### src/rtl/vram_arbiter.sv
// rtl/vram_arbiter.sv - display/CPU arbiter for the shared 8K x 16 video RAM
// Optional byte lanes: define VRAM_ARB_BYTE_EN to add cpu_be / mem_be_n.
// Ports:
//   clk, rstn                          clock, asynchronous active-low reset
//   disp_req, disp_addr                display fetch strobe and word address
//   disp_data, disp_valid, disp_ovf    fetched word, valid pulse, sticky lost-fetch flag
//   cpu_req, cpu_we, cpu_addr          CPU level request, direction, word address
//   cpu_wdata, cpu_rdata               CPU write data, read data (valid with cpu_ack)
//   cpu_ack, cpu_err                   completion pulse, timed-out flag (with cpu_ack)
//   cpu_be, mem_be_n                   byte lanes (VRAM_ARB_BYTE_EN only)
//   mem_addr, mem_dout, mem_dout_en    VRAM address, write data, data bus drive enable
//   mem_din, mem_oe_n, mem_we_n        VRAM read data, output / write enables (active low)
module vram_arbiter #(
  parameter int ACC_CYC = 2,
  parameter int TIMEOUT = 255
) (
  input  logic        clk,
  input  logic        rstn,
  input  logic        disp_req,
  input  logic [12:0] disp_addr,
  output logic [15:0] disp_data,
  output logic        disp_valid,
  output logic        disp_ovf,
  input  logic        cpu_req,
  input  logic        cpu_we,
  input  logic [12:0] cpu_addr,
  input  logic [15:0] cpu_wdata,
`ifdef VRAM_ARB_BYTE_EN
  input  logic [1:0]  cpu_be,
  output logic [1:0]  mem_be_n,
`endif
  output logic [15:0] cpu_rdata,
  output logic        cpu_ack,
  output logic        cpu_err,
  output logic [12:0] mem_addr,
  output logic [15:0] mem_dout,
  output logic        mem_dout_en,
  input  logic [15:0] mem_din,
  output logic        mem_oe_n,
  output logic        mem_we_n
);

  localparam logic [2:0] S_IDLE = 3'd0;
  localparam logic [2:0] S_DRD  = 3'd1;
  localparam logic [2:0] S_CRD  = 3'd2;
  localparam logic [2:0] S_CWS  = 3'd3;
  localparam logic [2:0] S_CWR  = 3'd4;
  localparam logic [2:0] S_CWH  = 3'd5;

  localparam int AW = $clog2(ACC_CYC + 1);
  localparam int TW = $clog2(TIMEOUT + 1);
  localparam logic [AW-1:0] ACC_LAST = AW'(ACC_CYC - 1);
  localparam logic [TW-1:0] TO_LAST  = TW'(TIMEOUT - 1);

  logic [2:0]    state;
  logic [AW-1:0] acc_cnt;
  logic [TW-1:0] wait_cnt;
  logic          disp_pend;
  logic [12:0]   pend_addr;
  logic          ack_d;

  logic acc_last, consume, disp_go, cpu_live, cpu_grant, cpu_wait, wr_we_n;

  assign acc_last  = (acc_cnt == ACC_LAST);
  assign consume   = (state == S_DRD) && acc_last;
  assign disp_go   = disp_pend || disp_req;
  // cpu_req is still high while the CPU reacts to cpu_ack; mask it for the ack cycle and the one after.
  assign cpu_live  = cpu_req && !cpu_ack && !ack_d;
  assign cpu_grant = (state == S_IDLE) && !disp_go && cpu_live;
  // The CPU is waiting whenever it is live but the memory is idle-to-display or busy with a fetch.
  assign cpu_wait  = cpu_live && !cpu_grant && ((state == S_IDLE) || (state == S_DRD));

`ifdef VRAM_ARB_BYTE_EN
  // A write with no lanes enabled runs the full handshake but never strobes the RAM.
  assign wr_we_n = &mem_be_n;
`else
  assign wr_we_n = 1'b0;
`endif

  always_ff @(posedge clk or negedge rstn) begin
    if (!rstn) begin
      state       <= S_IDLE;
      acc_cnt     <= '0;
      wait_cnt    <= '0;
      disp_pend   <= 1'b0;
      pend_addr   <= '0;
      ack_d       <= 1'b0;
      disp_data   <= '0;
      disp_valid  <= 1'b0;
      disp_ovf    <= 1'b0;
      cpu_rdata   <= '0;
      cpu_ack     <= 1'b0;
      cpu_err     <= 1'b0;
      mem_addr    <= '0;
      mem_dout    <= '0;
      mem_dout_en <= 1'b0;
      mem_oe_n    <= 1'b1;
      mem_we_n    <= 1'b1;
`ifdef VRAM_ARB_BYTE_EN
      mem_be_n    <= 2'b11;
`endif
    end else begin
      disp_valid <= 1'b0;
      cpu_ack    <= 1'b0;
      cpu_err    <= 1'b0;
      ack_d      <= cpu_ack;

      // One-deep fetch latch; a slot freed this cycle may be refilled by a new strobe.
      if (disp_req) begin
        if (disp_pend && !consume) begin
          disp_ovf <= 1'b1;
        end else begin
          disp_pend <= 1'b1;
          pend_addr <= disp_addr;
        end
      end else if (consume) begin
        disp_pend <= 1'b0;
      end

      if (cpu_wait) begin
        if (wait_cnt == TO_LAST) begin
          wait_cnt <= '0;
          cpu_ack  <= 1'b1;
          cpu_err  <= 1'b1;
        end else begin
          wait_cnt <= wait_cnt + TW'(1);
        end
      end else begin
        wait_cnt <= '0;
      end

      case (state)
        S_IDLE: begin
          acc_cnt <= '0;
          if (disp_go) begin
            state    <= S_DRD;
            mem_addr <= disp_pend ? pend_addr : disp_addr;
            mem_oe_n <= 1'b0;
`ifdef VRAM_ARB_BYTE_EN
            mem_be_n <= 2'b00;
`endif
          end else if (cpu_grant) begin
            mem_addr <= cpu_addr;
            if (!cpu_we) begin
              state    <= S_CRD;
              mem_oe_n <= 1'b0;
`ifdef VRAM_ARB_BYTE_EN
              mem_be_n <= 2'b00;
`endif
            end else begin
              state       <= S_CWS;
              mem_dout    <= cpu_wdata;
              mem_dout_en <= 1'b1;
`ifdef VRAM_ARB_BYTE_EN
              mem_be_n    <= ~cpu_be;
`endif
            end
          end
        end
        S_DRD, S_CRD: begin
          if (acc_last) begin
            state    <= S_IDLE;
            mem_oe_n <= 1'b1;
`ifdef VRAM_ARB_BYTE_EN
            mem_be_n <= 2'b11;
`endif
            if (state == S_DRD) begin
              disp_data  <= mem_din;
              disp_valid <= 1'b1;
            end else begin
              cpu_rdata <= mem_din;
              cpu_ack   <= 1'b1;
            end
          end else begin
            acc_cnt <= acc_cnt + AW'(1);
          end
        end
        S_CWS: begin
          state    <= S_CWR;
          acc_cnt  <= '0;
          mem_we_n <= wr_we_n;
        end
        S_CWR: begin
          if (acc_last) begin
            state    <= S_CWH;
            mem_we_n <= 1'b1;
            cpu_ack  <= 1'b1;
          end else begin
            acc_cnt <= acc_cnt + AW'(1);
          end
        end
        S_CWH: begin
          state       <= S_IDLE;
          mem_dout_en <= 1'b0;
`ifdef VRAM_ARB_BYTE_EN
          mem_be_n    <= 2'b11;
`endif
        end
        default: begin
          state       <= S_IDLE;
          mem_oe_n    <= 1'b1;
          mem_we_n    <= 1'b1;
          mem_dout_en <= 1'b0;
        end
      endcase
    end
  end

endmodule

### config.mk
export PLATFORM = sky130hd
export DESIGN_NAME = vram_arbiter
export DESIGN_NICKNAME = d
export VERILOG_FILES = /design/src/rtl/vram_arbiter.sv
export SDC_FILE = /design/constraint.sdc
export NUM_CORES = 1
export LEC_CHECK = 0
export CAP_MARGIN = 20
export CELL_PAD_IN_SITES_DETAIL_PLACEMENT = 0
export CELL_PAD_IN_SITES_GLOBAL_PLACEMENT = 1
export CORE_UTILIZATION = 33
export CTS_CLUSTER_DIAMETER = 150
export CTS_CLUSTER_SIZE = 25
export DETAILED_ROUTE_END_ITERATION = 7
export HOLD_SLACK_MARGIN = 0.02
export PLACE_DENSITY = 0.87
export SYNTH_ARGS = -nofsm -noshare
export SYNTH_HDL_FRONTEND = slang
export SYNTH_SLANG_ARGS = --single-unit
### constraint.sdc
create_clock -name clk -period 1.9 [get_ports clk]
set_input_delay 0.285 -clock clk [delete_from_list [all_inputs] [get_ports clk]]
set_output_delay 0.285 -clock clk [all_outputs]
set_load 0.02 [all_outputs]
==> impl_metrics.yaml <==
timing:
  worstMarginPinSlew_ps: 523
  min_period_ps: 1860
  setup_ws_ps: 38.5
  slew_headroom_pct: 65.0
  finalMaxSlewViolations: 0
  finalCritPeriodShare_pct: 98.0
  finalSetupViolations: 0
  fin_skew_ps: 4.79
  whs_ps: 417
  rsz0062_at_grt: "yes"
  fmaxAchievable_ghz: 0.537
  hold_violations: 0
route:
  wl_mm: 9.23
  vias: 2918
  drt_first_pass_iters: 4
  vias_per_cell: 4.66
  drt_iter0_drc: 76
  wl_per_cell_um: 14.7
  ant_nets: 0
  drc_errors: 0
worst_setup_path:
  r2r-end: "mem_addr[9]"
  worst-r2r-setup-slack_ps: 50
  cp_slowest_cell: "clkdlybuf4s50_1"
  critical_path_class: "in -> reg"
  cp_cell_sequence: "clkdlybuf4s50_1 -> or3b_4 -> a2111oi_4 -> buf_12 -> mux2_2"
  worstReg2RegStart: "cpu_ack"
  critPathMaxFanout: 13
  start_kind: "input pin"
  max_stage_delay_ps: 470
  critPathRequiredTime_ps: 2120
  worstRegToRegCells: 4
  crit_path_end_kind: "flop"
  arrival_ps: 2090
clocking:
  root_buffer: "clkbuf_16"
  cts.clk_slew.worst_paths_ps: 60
  cts_htree_levels: 3
  cts_tree: "done"
  insertion_delay_ps: 340
  cts_inserted_buffers: 9
  cts_sinks: 96
  clockBufferDepth: 2
global_routing:
  antenna_found_initial: 0
  grt_max_degree: 40
  grt_util_all_layers_pct: 15.3
  grt_pass1_wl_mm: 15.3
  grt_pass1_vias: 3072
  overflow: 0
synth:
  synth_top_area_cell: "dfrtp_1"
  yosys-top-cells-area: "dfrtp_1 (57%), mux2_2 (20%), mux2i_1 (3.2%)"
  syn_area_um2: 4120
  avgSynthCellArea_um2: 13.3
  synth_edf_count: 0
  synth_cell_types: 41
  yosysWarningCount: 0
  syn_nets: 375
  synth.ff_latch_count: 96
  syn_inst: 309
  ys.flop_type: "dfrtp_1"
  synth.top_cell.area_share_pct: 57.0
  seq_area_frac_synth_pct: 58.3
  synthArstFlopShare_pct: 100
die:
  initial_core_util_pct: 34.0
  die_w_um: 114
  dieArea_um2: 12900
  placementRows: 40
  die_h_um: 114
  pin_count: 131
  core-area_um2: 12100
run_status:
  outcome: "finished, final reports clean"
cells_and_area:
  final_cells: 626
  antenna_cells: 0
  finish.utilization_pct: 50.4
  nNetsFinal: 519
  final_cell_mix: "clkdlybuf4s50_1 (129), dfrtp_1 (93), mux2_2 (74), nand2_1 (21), o21ai_0 (18)"
  final_common_cell: "clkdlybuf4s50_1"
  area_growth_pct: 48.1
  drive_gt1_share_pct: 26.4
  fill_cells: 1100
pwr:
  p_leak_nw: 2.64
  p_per_area_nw_per_um2: 1470
  ir_worst_vdd_mv: 0.778
min_path:
  min_path_type: "in -> async"
placement:
  detailed_place_hpwl_mm: 6.39
  dpl.cell_count: 608
  place_ws_ps: -302
  gp_congestion: 0.727
  port_buffers: 130
run:
  maxCapViolations: 0
==> registers in the layout (all words and copies together) (netlist names), 2 cells and up <==
| register | cells |
|---|---|
| pend_addr | 13 |
| cpu_rdata | 16 |
| acc_cnt | 2 |
| mem_dout | 16 |
| state | 3 |
| wait_cnt | 8 |
| mem_addr | 13 |
| disp_data | 16 |
==> final cells by class <==
cell class              instances  area [um^2]  area share, %
clock buffers                  13          260           4.26
clock inverters                 3         40.0          0.655
inverters                       4         15.0          0.246
multi-input cells             193         1660           27.2
flip-flops and latches         96         2410           39.4
well taps                     168          210           3.44
repair buffers                149         1520           24.8
==> Yosys cell counts, drive strengths merged, types with 3 or more instances <==
master / count
a211oi: 7
a21oi: 8
buf: 11
clkbuf: 5
dfrtp: 94
ha: 3
inv: 4
mux2: 74
mux2i: 13
nand2: 21
nand2b: 4
nand3: 4
nand4: 3
nor2: 6
nor3: 6
o21ai: 19
or3: 3
==> worst max-delay path: cells and delay by family <==
kind | cells | cell delay [ps]
buffers and inverters | 2 | 660
and+or+nand+nor | 1 | 410
AOI/OAI and AO/OA | 1 | 380
muxes | 1 | 340
==> report_power, final <==
group | switching, mW | internal (mW)
registers | 0.430 | 2.83
clock network | 0.731 | 1.09
logic | 1.77 | 2.12
total | 2.93 | 6.04
==> metal layers <==
| layer | GRT usage, % | share of wire [%] | wire length (um) |
|---|---|---|---|
| met3 | 4.30 | 5.4 | 501 |
| met1 | 20.0 | 46 | 4250 |
| met4 | 6.23 | 1.7 | 156 |
| met5 | 0 | 0 | 0 |
| met2 | 23.9 | 47 | 4320 |
==> metrics by stage <==
| step | power, mW | TNS, ps | cell area, um^2 |
|---|---|---|---|
| 6_report | 8.97 | 0 | 6110 |
| 5_1_grt | 9.52 | -124 | 6110 |
| 4_1_cts | 9.04 | 0 | 6060 |
| 3_5_place_dp | 7.16 | -4370 | 5740 |
| 3_3_place_gp | 7.03 | -3850 | 5740 |
| 2_1_floorplan | 5.39 | 0 | 4130 |
==> timing repair <==
| action | CTS | global route |
|---|---|---|
| hold buffers | 1 | 0 |
| endpoints found under the hold margin | 28 | 0 |
| resized for setup | 1 | 6 |
| endpoints found under the setup margin | 13 | 27 |
| cloned | 0 | 1 |
| pin swaps | 0 | 1 |
| setup buffers | 0 | 0 |
==> cells by family after synthesis <==
logic type	after synthesis	share of synthesized area, %
AO/OA/AOI/OAI	41	6.43
XOR/XNOR	4	0.850
adder cells (fa/ha/maj)	3	0.910
buffers and inverters	20	2.46
flip-flops	96	58.3
multiplexers	87	23.4
AND/OR/NAND/NOR	58	7.68
==> how the worst max path moves through the flow <==
| stage | from | end | slack (ps) |
|---|---|---|---|
| 2_1_floorplan | cpu_ack | mem_addr[12] | 20 |
| 3_3_place_gp | cpu_req | mem_addr[4] | -300 |
| 3_5_place_dp | cpu_req | mem_addr[9] | -300 |
| 4_1_cts | cpu_ack | mem_addr[9] | 30 |
| 5_1_grt | cpu_ack | mem_addr[0] | -20 |
| 6_report | cpu_req | mem_addr[9] | 40 |
Note: power is estimated with default switching activity, not from simulation.
